[src/rtl/cyc_ctl_gen.sv]
// rtl/cyc_ctl_gen.sv - ND120 microcycle generator producing TERM_n and the inverted phase count CC_n
//
// Ports:
//   sysclk, sys_rst_n      clock, asynchronous active-low reset
//   RUN                    enable cycling (0 parks in IDLE after the current cycle)
//   CSDELAY, SHORT_n,      next-cycle length controls, sampled on the TERM clock
//   SLOW_n                 (or on the IDLE exit clock)
//   MREQ_n, IORQ_n         bus request, sampled in phase 0
//   RDY                    bus ready handshake, sticky from phase 0
//   TRAP_n                 level-sensitive abort, forces TERM on the next clock
//   TERM_n                 low for one clock in the last phase of each cycle
//   CC_n                   inverted phase count
//   CX_n                   low during CSDELAY-added phases and wait phases
//   WAIT_ACT               high while held waiting for RDY
//   TMO                    one-clock pulse when the wait timeout expires
//   LEN                    current cycle length
module cyc_ctl_gen #(
  parameter int CC_W       = 4,
  parameter int DLY_W      = 2,
  parameter int BASE_LEN   = 4,
  parameter int SHORT_LEN  = 3,
  parameter int SLOW_EXTRA = 2,
  parameter int TMO_W      = 8
) (
  input  logic             sysclk,
  input  logic             sys_rst_n,
  input  logic             RUN,
  input  logic [DLY_W-1:0] CSDELAY,
  input  logic             SHORT_n,
  input  logic             SLOW_n,
  input  logic             MREQ_n,
  input  logic             IORQ_n,
  input  logic             RDY,
  input  logic             TRAP_n,
  output logic             TERM_n,
  output logic [CC_W-1:0]  CC_n,
  output logic             CX_n,
  output logic             WAIT_ACT,
  output logic             TMO,
  output logic [CC_W-1:0]  LEN
);

  localparam logic [1:0] S_IDLE = 2'd0;
  localparam logic [1:0] S_RUN  = 2'd1;
  localparam logic [1:0] S_WAIT = 2'd2;
  localparam logic [1:0] S_TERM = 2'd3;

  localparam logic [TMO_W-1:0] TMO_MAX = '1;
  localparam logic [TMO_W-1:0] TMO_PRE = TMO_MAX - TMO_W'(1);

  logic [1:0]       r_state;
  logic [CC_W-1:0]  r_phase;
  logic [CC_W-1:0]  r_len;
  logic [CC_W-1:0]  r_bs;       // base + slow part; phases at or above it are delay phases
  logic             r_req;
  logic             r_rdy;
  logic [TMO_W-1:0] r_tmo_cnt;
  logic             r_tmo;
  logic             r_term_n;
  logic [CC_W-1:0]  r_cc_n;
  logic             r_cx_n;
  logic             r_wait_act;

  logic [CC_W-1:0]  w_bs_new;
  logic [CC_W-1:0]  w_len_new;
  logic             w_load;
  logic [CC_W-1:0]  w_bs_nxt;
  logic [1:0]       w_state_nxt;
  logic [CC_W-1:0]  w_phase_nxt;
  logic [TMO_W-1:0] w_cnt_nxt;
  logic             w_tmo_nxt;
  logic             w_ext_nxt;

  assign w_bs_new  = (SHORT_n ? CC_W'(BASE_LEN) : CC_W'(SHORT_LEN))
                   + (SLOW_n ? '0 : CC_W'(SLOW_EXTRA));
  assign w_len_new = w_bs_new + CC_W'(CSDELAY);

  // The length is re-evaluated only when a new cycle is about to begin.
  assign w_load   = (r_state == S_TERM) || ((r_state == S_IDLE) && RUN);
  assign w_bs_nxt = w_load ? w_bs_new : r_bs;

  always_comb begin
    w_state_nxt = r_state;
    w_phase_nxt = r_phase;
    w_cnt_nxt   = '0;
    w_tmo_nxt   = 1'b0;
    case (r_state)
      S_IDLE: begin
        if (RUN) begin
          w_state_nxt = S_RUN;
          w_phase_nxt = '0;
        end
      end
      S_RUN: begin
        if (!TRAP_n) begin
          w_state_nxt = S_TERM;
          w_phase_nxt = r_len - CC_W'(1);
        end else if (r_phase == r_len - CC_W'(2)) begin
          // RDY on this very clock still counts as an early ready.
          if (r_req && !(r_rdy || RDY)) begin
            w_state_nxt = S_WAIT;
          end else begin
            w_state_nxt = S_TERM;
            w_phase_nxt = r_len - CC_W'(1);
          end
        end else begin
          w_phase_nxt = r_phase + CC_W'(1);
        end
      end
      S_WAIT: begin
        if (!TRAP_n || RDY || (r_tmo_cnt == TMO_MAX)) begin
          w_state_nxt = S_TERM;
          w_phase_nxt = r_len - CC_W'(1);
        end else begin
          w_cnt_nxt = r_tmo_cnt + TMO_W'(1);
          // TMO is shown during the final wait clock, before the forced TERM.
          w_tmo_nxt = (r_tmo_cnt == TMO_PRE);
        end
      end
      default: begin
        w_phase_nxt = '0;
        w_state_nxt = RUN ? S_RUN : S_IDLE;
      end
    endcase
  end

  assign w_ext_nxt = (w_state_nxt == S_WAIT)
                   || (((w_state_nxt == S_RUN) || (w_state_nxt == S_TERM))
                       && (w_phase_nxt >= w_bs_nxt));

  always_ff @(posedge sysclk or negedge sys_rst_n) begin
    if (!sys_rst_n) begin
      r_state    <= S_IDLE;
      r_phase    <= '0;
      r_len      <= CC_W'(BASE_LEN);
      r_bs       <= CC_W'(BASE_LEN);
      r_req      <= 1'b0;
      r_rdy      <= 1'b0;
      r_tmo_cnt  <= '0;
      r_tmo      <= 1'b0;
      r_term_n   <= 1'b1;
      r_cc_n     <= '1;
      r_cx_n     <= 1'b1;
      r_wait_act <= 1'b0;
    end else begin
      r_state   <= w_state_nxt;
      r_phase   <= w_phase_nxt;
      r_tmo_cnt <= w_cnt_nxt;
      r_tmo     <= w_tmo_nxt;
      if (w_load) begin
        r_len <= w_len_new;
        r_bs  <= w_bs_new;
      end
      if ((r_state == S_RUN) && (r_phase == '0)) begin
        r_req <= !MREQ_n || !IORQ_n;
      end
      r_rdy      <= (r_state == S_RUN) && (r_rdy || RDY);
      r_term_n   <= (w_state_nxt != S_TERM);
      r_cc_n     <= ~w_phase_nxt;
      r_cx_n     <= !w_ext_nxt;
      r_wait_act <= (w_state_nxt == S_WAIT);
    end
  end

  assign TERM_n   = r_term_n;
  assign CC_n     = r_cc_n;
  assign CX_n     = r_cx_n;
  assign WAIT_ACT = r_wait_act;
  assign TMO      = r_tmo;
  assign LEN      = r_len;

endmodule

[config.mk]
export PLATFORM = sky130hd
export DESIGN_NAME = cyc_ctl_gen
export DESIGN_NICKNAME = d
export VERILOG_FILES = /design/src/rtl/cyc_ctl_gen.sv
export SDC_FILE = /design/constraint.sdc
export NUM_CORES = 1
export LEC_CHECK = 0
export ABC_AREA = 1
export CAP_MARGIN = 5
export CORE_ASPECT_RATIO = 1.75
export CORE_MARGIN = 4
export CORE_UTILIZATION = 40
export DETAILED_ROUTE_END_ITERATION = 16
export PLACE_DENSITY = 0.67
export SETUP_SLACK_MARGIN = 0.2
export SLEW_MARGIN = 20
export SYNTH_ARGS = -nofsm -noshare
export SYNTH_HDL_FRONTEND = slang
export SYNTH_SLANG_ARGS = --single-unit
[constraint.sdc]
create_clock -name sysclk -period 3.3 [get_ports sysclk]
set_input_delay 0.66 -clock sysclk [delete_from_list [all_inputs] [get_ports sysclk]]
set_output_delay 0.66 -clock sysclk [all_outputs]
set_load 0.005 [all_outputs]
==> results.cfg <==
[outcome]
status = complete, no violations

[cells_and_area]
final_common_cell = nand2_1
instances_no_fill = 318
stdcell_area_um2 = 2330
multi_input_area_um2 = 972
final_cell_mix = 52 x nand2_1, 37 x inv_1, 24 x dfrtp_1
syn_to_final_growth_pct = 21.4
drive_gt1_frac = 0.184
seq_area_um2 = 811
insertedDiodeCount = 0
fillers = 466
nets = 291

[grt]
grt-ovfl-total = 0
grt_max_degree = 33
grt_first_pass_wirelength_mm = 6.63
grt_usage = 0.149
antenna_found_initial = 0
first_global_vias = 1493

[critical_path]
critPathCaptureType = flop
cp.arrival_ns = 3.03
startpoint_type = primary input
worstPathRequired_ns = 3.53
slowest_delay_ns = 0.59
path_max_fanout = 4
cp_slowest_cell = clkdlybuf4s50_1
critPathBufInv = 5
crit_path_cell_trace = clkdlybuf4s50_1, inv_1, nor2_1, inv_1, nor2_4, o21ai_1, nor2_2, a21oi_1, o21ai_1, inv_1, ha_1, inv_1, nand2_1, a21oi_2, or2_0, nand2_1, nand2_1, nand3_1, nand2_1
cp_top_family = buffers and inverters
crit_type = primary input to flop

[synth]
synth_fp_nets = 261
netlist_top_cells_area = dfrtp_1 31%, dfstp_2 11%, nand2_1 10%, ha_1 9.1%, inv_1 7.4%
async_reset_ff_frac = 1.00
synth.ff_latch_count = 32
synth_edf_count = 0
ys.flop_type = dfrtp_1
synth_cells = 235
yosys_warnings = 0
yosys.cell_types.count = 28
synth_seq_area_share = 0.423
synth_top_area_frac = 0.313
syn_area_um2 = 1920
synth_top_cell_by_area = dfrtp_1
postSynthAreaPerCell_um2 = 8.16

[die]
die_w_um = 60.3
core-area_um2 = 4670
ios = 23
initial_core_util = 0.411
die_area_um2 = 6010
rows = 33
die_h_um = 99.6

[timing]
fin_skew_ns = 0.00215
worst_pin_slew_ns = 0.405
finalSetupViolations = 0
period_needed_ns = 2.80
drv_slew = 0
grt_setup_unrepaired = false
fin_tns_setup_ns = 0
slew-limit-headroom = 0.730
finalCritPeriodShare = 0.849
max_clock_freq_mhz = 357
report.final.hold_viol_count = 0

[clock_tree]
htreeDepth = 2
cts_sinks = 32
clockBufferDepth = 2
tritoncts = built
cts_root_buffer = clkbuf_8
clk_latency_ns = 0.28
clk_pin_slew_ns = 0.07
post_cts_buffers = 0
numCtsBuffers = 5

[drt]
drt-total-wl_mm = 3.93
ant_nets = 0
vias = 1528
first_pass_iters = 4
wl_per_cell_um = 12.4
drt_iter0_markers = 27
vias_per_cell = 4.81
post-route-drc-count = 0

[worst_hold_path]
hold_path_class = flop to flop

[power]
p_total_w = 0.00209
power_density_nw_per_um2 = 896
ir_worst_vdd_mv = 0.551
power_leakage_nw = 1.14

[placement]
globalplace.congestion = 0.933
hpwl_mm = 3.13
dp_cells = 310
numPortBuffers = 22
placement.cell_area_um2 = 2210

[run]
drv_cap = 0
path summary, 6_finish.rpt:
path / startpoint / end / slack (ns) / depth (start not counted)
min in group asynchronous: sys_rst_n / r_rdy / 0.77 / 2
min reg2reg: r_tmo_cnt[0] / r_tmo_cnt[0] / 0.50 / 1
max reg2reg: LEN[2] / CX_n / 0.50 / 20
max: TRAP_n / CX_n / 0.50 / 19
min: r_tmo_cnt[0] / r_tmo_cnt[0] / 0.50 / 1
max in group asynchronous: sys_rst_n / LEN[2] / 2.19 / 2
kinds of logic after synthesis:
| logic type | synth area share |
|---|---|
| simple gates | 0.249 |
| fa+ha+maj | 0.102 |
| flops | 0.423 |
| xor+xnor | 0.0411 |
| compound gates | 0.0992 |
| buf+inv | 0.0861 |
repair_timing:
item / 4_1_cts / 5_1_grt
hold buffers: 0 / 0
setup endpoints to repair: 0 / 1
gates resized for setup: 0 / 8
through the flow:
stage	hold WS [ns]	setup slack, ns	util
6_report	0.497	0.497	0.499
5_1_grt	0.507	0.220	0.499
4_1_cts	0.494	0.449	0.493
3_5_place_dp	0.485	0.175	0.474
3_3_place_gp	0.476	0.287	0.474
2_1_floorplan	0.364	0.739	-
synthesized netlist by cell type (2+ instances only):
master	n
nand2_1	52
inv_1	38
dfrtp_1	24
nor2_1	20
ha_1	14
a21oi_1	10
o21ai_0	10
nand3_1	9
dfstp_2	8
nor2_2	8
inv_2	6
nand2_2	5
xor2_1	5
o21ai_1	4
xnor2_1	4
nand3_2	3
nand4_1	2
nor3_1	2
o21ai_2	2
registers in the layout (all words and copies together), names as in the netlist:
register / flops
r_phase: 4
r_rdy: 1
WAIT_ACT: 1
TERM_n: 1
r_state: 2
r_bs: 4
CC_n: 4
LEN: 4
TMO: 1
CX_n: 1
r_tmo_cnt: 8
r_req: 1
metal layers:
layer / track usage / part of all wire
met1: 0.151 / 0.37
met5: 0 / 0
met2: 0.264 / 0.56
met4: 0.0785 / 0.038
met3: 0.0377 / 0.036
cell type report:
| type | instances | area share |
|---|---|---|
| Inverter | 44 | 0.0709 |
| Tap cell | 52 | 0.0279 |
| Sequential cell | 32 | 0.348 |
| Timing Repair Buffer | 23 | 0.0978 |
| Multi-Input combinational cell | 159 | 0.418 |
| Clock buffer | 5 | 0.0296 |
| Clock inverter | 3 | 0.00806 |
where the power goes:
group	switching [W]	total, W	leakage (nW)	internal (W)
clock	0.000149	0.000295	0.0479	0.000147
combinational	0.000669	0.00112	0.696	0.000453
sequential	0.000111	0.000670	0.397	0.000559
(Power assumes the default switching activity.)
